--- src/rtl/mux_seq_pkg.sv ---
// mux_seq_pkg: shared state type and select index helpers for the mux select sequencer
package mux_seq_pkg;

    typedef enum logic {IDLE, SHIFT} state_e;

    // First select position of a word
    function automatic int unsigned start_idx(int unsigned n, bit msb_first);
        return msb_first ? (1 << n) - 1 : 0;
    endfunction

    // Final select position of a word
    function automatic int unsigned end_idx(int unsigned n, bit msb_first);
        return msb_first ? 0 : (1 << n) - 1;
    endfunction

endpackage

--- src/rtl/mux_select_counter.sv ---
// mux_select_counter: N-bit up/down select counter with load-to-start, enable and terminal flag
module mux_select_counter
    import mux_seq_pkg::*;
#(
    parameter int N         = 3,
    parameter bit MSB_FIRST = 1'b0
) (
    input  logic         clk,
    input  logic         rst_n,
    input  logic         load_i,
    input  logic         en_i,
    output logic [N-1:0] cnt_o,
    output logic         term_o
);

    localparam logic [N-1:0] START = N'(start_idx(N, MSB_FIRST));
    localparam logic [N-1:0] STOP  = N'(end_idx(N, MSB_FIRST));

    logic [N-1:0] cnt_q, cnt_d;

    // Load has priority over stepping; direction fixed by MSB_FIRST
    always_comb begin
        cnt_d = load_i ? START : en_i ? (MSB_FIRST ? cnt_q - 1'b1 : cnt_q + 1'b1) : cnt_q;
    end

    // Select register, returns to start index on reset
    always_ff @(posedge clk or negedge rst_n) begin
        if (!rst_n) cnt_q <= START;
        else        cnt_q <= cnt_d;
    end

    assign cnt_o  = cnt_q;
    assign term_o = cnt_q == STOP;

endmodule

--- src/rtl/mux_select_sequencer.sv ---
// mux_select_sequencer: holds a word on a 2^N:1 mux and walks its select to emit a serial stream
module mux_select_sequencer
    import mux_seq_pkg::*;
#(
    parameter int N         = 3,
    parameter bit MSB_FIRST = 1'b0,
    localparam int W        = 2 ** N
) (
    input  logic         clk,
    input  logic         rst_n,
    input  logic         flush,
    input  logic         load_valid,
    output logic         load_ready,
    input  logic [W-1:0] load_data,
    output logic [W-1:0] mux_data_in,
    output logic [N-1:0] mux_select,
    input  logic         mux_data_out,
    output logic         ser_valid,
    input  logic         ser_ready,
    output logic         ser_data,
    output logic         ser_last
);

    state_e       state_q;
    logic [W-1:0] data_q;
    logic         term, load_fire, ser_fire, word_done;

    // Handshake decode; the last beat frees the word register so a new word can follow with no bubble
    always_comb begin
        ser_valid  = state_q == SHIFT;
        ser_last   = ser_valid & term;
        load_ready = !flush & (!ser_valid | (ser_last & ser_ready));
        load_fire  = load_valid & load_ready;
        ser_fire   = ser_valid & ser_ready;
        word_done  = ser_fire & ser_last;
    end

    // Sequencer FSM and held word; flush aborts but keeps the word on the mux inputs
    always_ff @(posedge clk or negedge rst_n) begin
        if (!rst_n) begin
            state_q <= IDLE;
            data_q  <= '0;
        end else if (flush) begin
            state_q <= IDLE;
        end else if (load_fire) begin
            state_q <= SHIFT;
            data_q  <= load_data;
        end else if (word_done) begin
            state_q <= IDLE;
        end
    end

    mux_select_counter #(.N(N), .MSB_FIRST(MSB_FIRST)) u_cnt (
        .clk    (clk),
        .rst_n  (rst_n),
        .load_i (flush | load_fire | word_done),
        .en_i   (ser_fire & ~ser_last),
        .cnt_o  (mux_select),
        .term_o (term)
    );

    assign mux_data_in = data_q;
    assign ser_data    = mux_data_out;

endmodule

--- config.mk ---
export PLATFORM = sky130hd
export DESIGN_NAME = mux_select_sequencer
export DESIGN_NICKNAME = d
export VERILOG_FILES = /design/src/rtl/mux_seq_pkg.sv /design/src/rtl/mux_select_counter.sv /design/src/rtl/mux_select_sequencer.sv
export SDC_FILE = /design/constraint.sdc
export NUM_CORES = 1
export LEC_CHECK = 0
export ABC_CLOCK_PERIOD_IN_PS = 1900
export BUFFER_PORTS_ARGS = -buffer_cell sky130_fd_sc_hd__clkbuf_2
export CORE_AREA = 3 3 41 43
export CTS_CLUSTER_SIZE = 12
export DETAILED_ROUTE_END_ITERATION = 10
export DIE_AREA = 0 0 44 46
export PLACE_DENSITY = 0.78
export SYNTH_ARGS = -nofsm -noshare
export SYNTH_HDL_FRONTEND = slang
export SYNTH_SLANG_ARGS = --single-unit
--- constraint.sdc ---
create_clock -name clk -period 1.9 [get_ports clk]
set_input_delay 0.19 -clock clk [delete_from_list [all_inputs] [get_ports clk]]
set_output_delay 0.19 -clock clk [all_outputs]
set_load 0.01 [all_outputs]
==> summary.md, run 1 <==
| Metric | Value |
|---|---|
| Initial Util | 41.09% |
| Setup crit end | mux_data_in[1]$_DFFE_PN0P_ |
| CP Data Arrival Time | 1.91 ns |
| Reg2reg setup slack | 0.13 ns |
| CP startpoint kind | flop |
| Worst reg2reg path depth | 6 |
| GRT Residual Overflow | 0 |
| Crit. Startpoint | u_cnt.cnt_o[0]$_DFFE_PN0P_ |
| CTS tree | yes |
| Die width | 44 um |
| P_leak | 0.3808 nW |
| Async SR Flop Fraction | 100.0% |
| Most frequent cell after synthesis | dfrtp_1 |
| Worst Tran Pin Value | 0.2900 ns |
| Wirelength, routed | 1060 um |
| Crit-path max cell delay | 0.41 ns |
| Worst skew pair latency | 0.26 ns |
| Area delta synth->final | 35.39% |
| Synthesized area | 548.0 um^2 |
| Largest net degree at the start of global routing | 13 |
| Pins Over Slew Limit | 0 |
| Clock buffer count from CTS | 3 |
| Avg Vias per Cell | 5.058 |
| Global-route wire length before repair | 1773 um |
| Slowest-stage cell, CP | dfrtp_1 |
| Worst flop-to-flop path startpoint | u_cnt.cnt_o[0]$_DFFE_PN0P_ |
| Leading area contributor after synthesis | dfrtp_1 |
| DIE HEIGHT | 46 um |
| Final Hold Fails | 0 |
| Average wire per standard cell | 12.33 um |
| Design area | 742.0 um^2 |
| Prevailing post-synth register cell | dfrtp_1 |
| Post-CTS Resized | 0 |
| Synth Instances | 41 |
| Vias in the first global route | 421 |
| Pre-Repair DR Iteration Count | 4 |
| Worst path most repeated cell | ha_1 |
| VDD IR-drop max | 0.5641 mV |
| Placer Congestion | 0.7740 |
| Share of the synthesized area in the top cell type | 54.79% |
| IO buf count | 26 |
| CP Class | reg -> reg |
| Drt drc | 0 |
| Seq cells post-synth | 12 |
| Post-route ant nets | 0 |
| Max-cap viol count | 0 |
| Share of cells above drive strength 1 | 57.75% |
| Highest Clock Rate | 565.8 MHz |
| Max clock buf depth | 2 |
| Req. time, crit path | 2.04 ns |
| DP HPWL | 863.2 um |
| EDFF count, synth | 0 |
| Die footprint | 2024 um^2 |
| Pwr dens | 798.1 nW/um^2 |
| DRT iter0 DRCs | 3 |
| RR Endpoint | mux_data_in[1]$_DFFE_PN0P_ |
| Outcome | completed |
| Via count | 435 |
| Dpl cell area | 689.4 um^2 |
| Maximum fanout along the worst path | 8 |
| Initial antenna violation count | 0 |
| GRT Total Usage | 11.93% |
| Fin crit share | 93.02% |
| Core area | 1334 um^2 |
| Top post-synthesis cells by area | dfrtp_1 55%, mux2_2 16%, ha_1 4.6%, a32o_1 3.7%, a21boi_4 3.4% |
| Clock Root Buffer | clkbuf_4 |
| Post-synthesis average cell area | 13.37 um^2 |
| Sequential area share after synthesis | 54.79% |
| TritonCTS Sinks | 12 |
| Clock transition at path regs | 0.07 ns |
| Setup violators final | 0 |
| Setup_tns | 0 ns |
| Diodes inserted | 0 |
| Yosys warning count | 0 |
| Ports | 29 |
| Crit end category | flop |
| Tightest Hold Check Type | in -> reg |
| Crit path time final | 1.767 ns |
| Synth top cells by count | 12 x dfrtp_1, 8 x mux2_2, 4 x nor2_1 |
| Slew headroom | 80.66% |
| Nets | 89 |
| Synth cell types | 16 |
| RSZ-0062 raised after global routing | false |
| Crit-path cells | ha_1 > ha_1 > a21boi_4 > nor3b_4 > buf_12 > mux2_2 |
| Worst-case clock skew | 0.004973 ns |
| H-tree Lvls | 1 |
| Mapped Nets | 57 |
| FP Rows | 13 |
## sequential cells by signal, indices dropped and copies added (netlist names)
register and count:
mux_data_in 8, u_cnt.cnt_o 3, ser_valid 1
## report_power, final
part / total (mW) / internal, mW / switching, mW
combinational: 0.137 / 0.0733 / 0.0636
clock: 0.144 / 0.0730 / 0.0707
sequential: 0.312 / 0.291 / 0.0208
## repair_timing
| action | in CTS | in global routing |
|---|---|---|
| buffers inserted | 0 | 1 |
| hold endpoints to repair | 12 | 0 |
| setup endpoints to repair | 0 | 8 |
| hold buffers | 1 | 0 |
## worst min-delay path by stage
stage            startpoint  cells past startpoint                         end
3_3_place_gp          rst_n                      1  mux_data_in[3]$_DFFE_PN0P_
5_1_grt        load_data[0]                      2  mux_data_in[0]$_DFFE_PN0P_
6_report       load_data[7]                      2  mux_data_in[7]$_DFFE_PN0P_
2_1_floorplan         rst_n                      0  mux_data_in[0]$_DFFE_PN0P_
4_1_cts        load_data[2]                      2  mux_data_in[2]$_DFFE_PN0P_
3_5_place_dp          rst_n                      1  mux_data_in[3]$_DFFE_PN0P_
## final cells by class
cell class / instances / area (um^2)
Clock buffer: 3 / 22.52
Fill cell: 123 / 591.8
Inverter: 1 / 3.754
Multi-Input combinational cell: 27 / 236.5
Sequential cell: 12 / 300.3
Tap cell: 15 / 18.77
Timing Repair Buffer: 28 / 160.2
## routing by layer
layer	up-vias	wire length, um	global-route usage (%)	share of wire, %
li1	206	-	-	-
met2	24	468	18.02	44
met1	203	469	16.38	44
met4	0	8	4.819	0.75
met5	-	0	0	0
met3	2	114	2.767	11
## metrics by stage
step	util (%)	power, mW	hold WS [ns]	setup slack, ns	std cells
after floorplan	-	0.3828	-0.1056	0.1860	41
after global routing	55.63	0.6290	0.1585	0.03488	86
after detailed placement	51.69	0.4491	0.09021	0.02171	81
final	55.63	0.5922	0.1597	0.1326	86
after CTS	54.13	0.5980	0.1543	0.01344	85
after global placement	51.69	0.4434	0.08521	0.1276	81
## worst max-delay path, delay by kind of cell, from the launching register on
kind                       cells  cell delay, ns
AOI/OAI and AO/OA              1            0.10
DFF                            1            0.41
and+or+nand+nor                1            0.23
buffers and inverters          1            0.15
adders and majority gates      2            0.43
muxes                          1            0.34
## cells by family after synthesis
group,count (synthesis),synth area share (%)
flip-flops,12,54.79
AND/OR/NAND/NOR,11,12.33
multiplexers,8,16.44
AO/OA/AOI/OAI,6,9.817
buffers and inverters,2,2.055
adder cells (fa/ha/maj),2,4.565
## cell usage in the layout (no fill, tap or decap), types with 2 or more instances in the layout
cell / instances
a21oi_1: 2
clkbuf_2: 26
nor2_1: 4
mux2_2: 8
nand2_1: 2
a32o_1: 2
dfrtp_1: 12
clkbuf_4: 3
ha_1: 2
Power figures use the tool's default switching activity.
==> inputs of run 2 (changes only) <==
--- a/config.mk
+++ b/config.mk
@@ -5,13 +5,13 @@
 export SDC_FILE = /design/constraint.sdc
 export NUM_CORES = 1
 export LEC_CHECK = 0
-export ABC_CLOCK_PERIOD_IN_PS = 1900
+export ABC_CLOCK_PERIOD_IN_PS = 1500
 export BUFFER_PORTS_ARGS = -buffer_cell sky130_fd_sc_hd__clkbuf_2
-export CORE_AREA = 3 3 41 43
+export CORE_AREA = 3 3 43 45
 export CTS_CLUSTER_SIZE = 12
 export DETAILED_ROUTE_END_ITERATION = 10
-export DIE_AREA = 0 0 44 46
-export PLACE_DENSITY = 0.78
+export DIE_AREA = 0 0 46 48
+export PLACE_DENSITY = 0.75
 export SYNTH_ARGS = -nofsm -noshare
 export SYNTH_HDL_FRONTEND = slang
 export SYNTH_SLANG_ARGS = --single-unit
==> constraint.sdc (replaced) <==
create_clock -name clk -period 1.5 [get_ports clk]
set_input_delay 0.15 -clock clk [delete_from_list [all_inputs] [get_ports clk]]
set_output_delay 0.15 -clock clk [all_outputs]
set_load 0.01 [all_outputs]
==> run 2 against run 1 <==
  * The run now ends with setup timing left
  * Non-clock buffer count increased by 8
  * Via count increased by 7.6%
  * First-iteration DRC count did not move
  * Final cell count increased by 12%
  * Clock power rose by 77%
  * Clock-buffer cell count grew 1
  * Largest power group unchanged
  * Highest routed layer unchanged
==> summary.md, run 2 (same netlist as run 1, synthesis figures left out) <==
| Metric | Value |
|---|---|
| RR Endpoint | mux_data_in[5]$_DFFE_PN0P_ |
| Clock transition at path regs | 0.08 ns |
| Inst Count DP | 89 |
| Initial Util | 36.38% |
| Max-cap viol count | 0 |
| Commonest non-fill, non-tap cell in the layout | clkbuf_2 |
| Dpl cell area | 758.2 um^2 |
| Final Hold Fails | 0 |
| Outcome | complete, but fails checks |
| Max reg flops | 8 |
| GRT Total Usage | 13.75% |
| DRT iter0 DRCs | 3 |
| RSZ-0062 raised after global routing | true |
| Highest Clock Rate | 619.9 MHz |
| Max clock buf depth | 2 |
| Design area | 869.6 um^2 |
| Vias in the first global route | 479 |
| H-tree Lvls | 1 |
| Die width | 46 um |
| CP Class | reg -> out |
| DP HPWL | 1041 um |
| Worst Tran Pin Value | 0.2999 ns |
| Setup violators final | 10 |
| Crit path time final | 1.613 ns |
| TritonCTS Sinks | 12 |
| CP startpoint kind | flop |
| Avg Vias per Cell | 4.875 |
| Fin crit share | 107.6% |
| Core area | 1506 um^2 |
| Crit end category | output pin |
| Reg2reg setup slack | -0.05 ns |
| Die footprint | 2208 um^2 |
| Fillcell total | 134 |
| Clock Root Buffer | clkbuf_4 |
| Average wire per standard cell | 13.90 um |
| Initial antenna violation count | 0 |
| Non-Filler Instances | 96 |
| Pwr dens | 998.8 nW/um^2 |
| Setup crit end | load_ready |
| Maximum fanout along the worst path | 2 |
| IO buf count | 26 |
| DIE HEIGHT | 48 um |
| Total power | 868.6 uW |
| Wirelength, routed | 1334 um |
| GRT Residual Overflow | 0 |
| Worst reg2reg path depth | 6 |
| Diodes inserted | 0 |
| Slew headroom | 80.01% |
| Worst flop-to-flop path startpoint | u_cnt.cnt_o[0]$_DFFE_PN0P_ |
| P_leak | 0.4534 nW |
| Global-route wire length before repair | 2159 um |
| Clock buffer count from CTS | 3 |
| CTS tree | yes |
| Post-route ant nets | 0 |
| Leading cell types in the layout, fill and taps excluded | 25 x clkbuf_2, 12 x dfrtp_1, 8 x mux2_4, 6 x buf_4, 4 x buf_6 |
| Pre-Repair DR Iteration Count | 3 |
| Worst-case clock skew | 0.001925 ns |
| Largest net degree at the start of global routing | 13 |
| Crit. Startpoint | u_cnt.cnt_o[0]$_DFFE_PN0P_ |
| Register area | 300.3 um^2 |
| Setup WS post-layout | -0.1133 ns |
| Req. time, crit path | 1.35 ns |
| Via count | 468 |
| Drt drc | 0 |
| Area delta synth->final | 58.68% |
| Pins Over Slew Limit | 0 |
| VDD IR-drop max | 0.5844 mV |
| Tightest Hold Check Type | in -> reg |
| Failing checks | setup timing |
| Nets | 97 |
| Ports | 29 |
| Placer Congestion | 0.7921 |
| Multi-input gate area | 284.0 um^2 |
| Hold depth | 2 |
| Share of cells above drive strength 1 | 66.25% |
| Worst Hold Slack | 0.1121 ns |
| Worst skew pair latency | 0.27 ns |
| End-of-flow core utilization | 57.72% |
| CP Data Arrival Time | 1.46 ns |
| FP Rows | 14 |
run 2: changes by cell type in the layout (fill, tap and decap cells not counted), sizes merged:
cell,previous run,this run
buf,1,10
run 2: worst min path at each step:
stage	from	endpoint	slack, ns
4_1_cts	load_data[4]	mux_data_in[4]$_DFFE_PN0P_	0.11
2_1_floorplan	rst_n	mux_data_in[0]$_DFFE_PN0P_	-0.15
5_1_grt	load_data[4]	mux_data_in[4]$_DFFE_PN0P_	0.10
3_3_place_gp	rst_n	u_cnt.cnt_o[2]$_DFFE_PN0P_	0.04
3_5_place_dp	rst_n	u_cnt.cnt_o[1]$_DFFE_PN0P_	0.05
6_report	load_data[4]	mux_data_in[4]$_DFFE_PN0P_	0.11
run 2: what timing repair did:
action,in CTS,in global routing
buffers inserted,1,1
hold buffers,1,0
endpoints found under the setup margin,10,10
pin swaps,3,0
hold endpoints to repair,12,0
gates cloned,0,0
resized for setup,12,2
run 2: worst max-delay path, stage by stage, from the launching register on:
cell and delay [ns]:
dfrtp_1 0.39, ha_2 0.19, ha_4 0.17, a21boi_4 0.17, buf_6 0.12, nor2_2 0.03, clkbuf_2 0.12
run 2: layout make-up:
cell class                 instances  share of cell area, %
inverter                           1                 0.4317
multi-input combinational         27                  32.66
clock buffer                       4                  4.173
tap                               16                  2.302
sequential                        12                  34.53
timing repair buffer              36                  25.90
run 2: routing by layer:
metal  routed length [um]  GRT usage, %  part of all wire [%]
met1                  546         17.28                    41
met2                  701         23.63                    53
met3                   77         2.256                   5.8
met4                    9         5.114                  0.67
met5                    0             0                     0
run 2: where the power goes:
group	internal, mW	switching, mW
Clock	0.147	0.107
Sequential	0.368	0.0267
Combinational	0.127	0.0921
run 2: stage by stage:
step	TNS (ns)	setup slack (ns)
after detailed placement	-0.6123	-0.08534
after global routing	-1.106	-0.1775
after global placement	-0.2764	-0.04011
after floorplan	-1.413	-0.1767
after CTS	-0.6630	-0.1289
final	-0.5820	-0.1133
==> inputs of run 3 (changes only) <==
--- a/config.mk
+++ b/config.mk
@@ -6,12 +6,13 @@
 export NUM_CORES = 1
 export LEC_CHECK = 0
 export ABC_CLOCK_PERIOD_IN_PS = 1500
-export BUFFER_PORTS_ARGS = -buffer_cell sky130_fd_sc_hd__clkbuf_2
+export BUFFER_PORTS_ARGS = -buffer_cell sky130_fd_sc_hd__buf_2
 export CORE_AREA = 3 3 43 45
 export CTS_CLUSTER_SIZE = 12
 export DETAILED_ROUTE_END_ITERATION = 10
 export DIE_AREA = 0 0 46 48
 export PLACE_DENSITY = 0.75
+export SKIP_LAST_GASP = 1
 export SYNTH_ARGS = -nofsm -noshare
 export SYNTH_HDL_FRONTEND = slang
 export SYNTH_SLANG_ARGS = --single-unit
==> run 3 against run 2 <==
  * The run still ends with setup timing left
  * Wire length decreased by 5.2%
  * Combinational power about the same
  * First-iteration DRC count is 33% higher
  * Clock-buffer cell count did not move
==> summary.md, run 3 (same netlist as run 1, synthesis figures left out) <==
| Metric | Value |
|---|---|
| Final Hold Fails | 0 |
| Switching Share | 25.49% |
| Share of cells above drive strength 1 | 65.82% |
| DIE HEIGHT | 48 um |
| Max-cap viol count | 0 |
| Pins Over Slew Limit | 0 |
| CP Class | reg -> out |
| Max reg flops | 8 |
| Comb power frac | 25.3% |
| CP Data Arrival Time | 1.47 ns |
| Initial Util | 36.38% |
| Worst-case clock skew | 0.002022 ns |
| Post-route ant nets | 0 |
| Nets | 96 |
| Ports | 29 |
| Largest net degree at the start of global routing | 13 |
| Failing checks | setup timing |
| GRT Total Usage | 12.98% |
| GRT Residual Overflow | 0 |
| Placer Congestion | 0.7893 |
| Pwr dens | 1000 nW/um^2 |
| CP startpoint kind | flop |
| Commonest non-fill, non-tap cell in the layout | buf_2 |
| Fin crit share | 108.0% |
| DRT iter0 DRCs | 4 |
| Wirelength, routed | 1264 um |
| Worst skew pair latency | 0.27 ns |
| Design area | 862.1 um^2 |
| Crit path time final | 1.620 ns |
| Pre-Repair DR Iteration Count | 4 |
| VDD IR-drop max | 0.5151 mV |
| Sw power | 219.8 uW |
| DP HPWL | 1018 um |
| Setup_tns | -0.5119 ns |
| Highest Clock Rate | 617.1 MHz |
| Drt drc | 0 |
| Setup violators final | 10 |
| Setup WS post-layout | -0.1204 ns |
| Initial antenna violation count | 0 |
| Core area | 1506 um^2 |
| Max clock buf depth | 2 |
| Diodes inserted | 0 |
| Req. time, crit path | 1.35 ns |
| Clock share of power | 29.2% |
| Leading cell types in the layout, fill and taps excluded | 25 x buf_2, 12 x dfrtp_1, 8 x mux2_4, 5 x buf_4, 4 x buf_6 |
| Inst Count DP | 89 |
| Die footprint | 2208 um^2 |
| Via count | 459 |
| Crit end category | output pin |
| Int Pwr | 642.3 uW |
| Tightest Hold Check Type | in -> reg |
| TritonCTS Sinks | 12 |
| IO buf count | 26 |
| CTS tree | yes |
| Die width | 46 um |
| Clock transition at path regs | 0.07 ns |
| Worst Hold Slack | 0.1147 ns |
| Share of total power in sequential cells | 45.5% |
| P_leak | 0.4471 nW |
| Vias in the first global route | 453 |
| Global-route wire length before repair | 1980 um |
| Clock buffer count from CTS | 3 |
| Average wire per standard cell | 13.31 um |
| Total power | 862.1 uW |
| FP Rows | 14 |
| Maximum fanout along the worst path | 2 |
| Area delta synth->final | 57.31% |
| H-tree Lvls | 1 |
| Clock Root Buffer | clkbuf_4 |
| Outcome | complete, but fails checks |
| RSZ-0062 raised after global routing | true |
| Worst Tran Pin Value | 0.2602 ns |
| Non-Filler Instances | 95 |
| Slew headroom | 82.65% |
| Dpl cell area | 758.2 um^2 |
| Avg Vias per Cell | 4.832 |
==> run 3: cell type report <==
| class | instances | area, um^2 |
|---|---|---|
| Clock buffer | 4 | 36.28 |
| Fill cell | 134 | 644.4 |
| Inverter | 1 | 3.754 |
| Multi-Input combinational cell | 27 | 284.0 |
| Sequential cell | 12 | 300.3 |
| Tap cell | 16 | 20.02 |
| Timing Repair Buffer | 35 | 217.7 |
==> run 3: power by group through the flow <==
stage	combinational, mW	sequential (mW)	clock [mW]
4_1_cts	0.220	0.392	0.261
6_report	0.218	0.392	0.252
3_5_place_dp	0.185	0.397	0
3_3_place_gp	0.179	0.394	0
5_1_grt	0.239	0.397	0.269
2_1_floorplan	0.0649	0.420	0
==> run 3: per-stage QoR <==
step	util, %	setup WS [ns]
3_5_place_dp	50.33	-0.08024
3_3_place_gp	50.33	-0.04485
6_report	57.23	-0.1204
4_1_cts	56.73	-0.1324
2_1_floorplan	-	-0.1767
5_1_grt	57.23	-0.1759
==> run 3: worst max-delay path: stages (launching register included) <==
cell and delay, ns:
dfrtp_1 0.40, ha_2 0.19, ha_4 0.16, a21boi_4 0.17, buf_6 0.12, nor2_2 0.03, buf_2 0.13
==> run 3: repair_timing <==
| item | CTS | global route |
|---|---|---|
| pin swaps | 3 | 0 |
| endpoints found under the setup margin | 10 | 11 |
| gates resized for setup | 13 | 1 |
| cloned | 0 | 0 |
| endpoints found under the hold margin | 12 | 0 |
| hold buffers | 1 | 0 |
| setup buffers | 0 | 1 |
==> run 3: worst paths after layout <==
kind	startpoint	endpoint	slack [ns]	depth (start not counted)
max	u_cnt.cnt_o[0]$_DFFE_PN0P_	load_ready	-0.12	6
min	load_data[6]	mux_data_in[6]$_DFFE_PN0P_	0.11	2
max reg2reg	u_cnt.cnt_o[0]$_DFFE_PN0P_	mux_data_in[0]$_DFFE_PN0P_	-0.04	6
min reg2reg	mux_data_in[1]$_DFFE_PN0P_	mux_data_in[1]$_DFFE_PN0P_	0.51	1
max in group asynchronous	rst_n	mux_data_in[1]$_DFFE_PN0P_	1.02	2
min in group asynchronous	rst_n	u_cnt.cnt_o[2]$_DFFE_PN0P_	0.28	2
==> run 3: metal layers <==
layer  track usage (%)  up-vias  share of wire [%]
met1             15.94      221                 42
met5                 0        -                  0
li1                  -      221                  -
met3             2.256        0                5.7
met2             23.35       17                 52
met4             3.409        0                  0
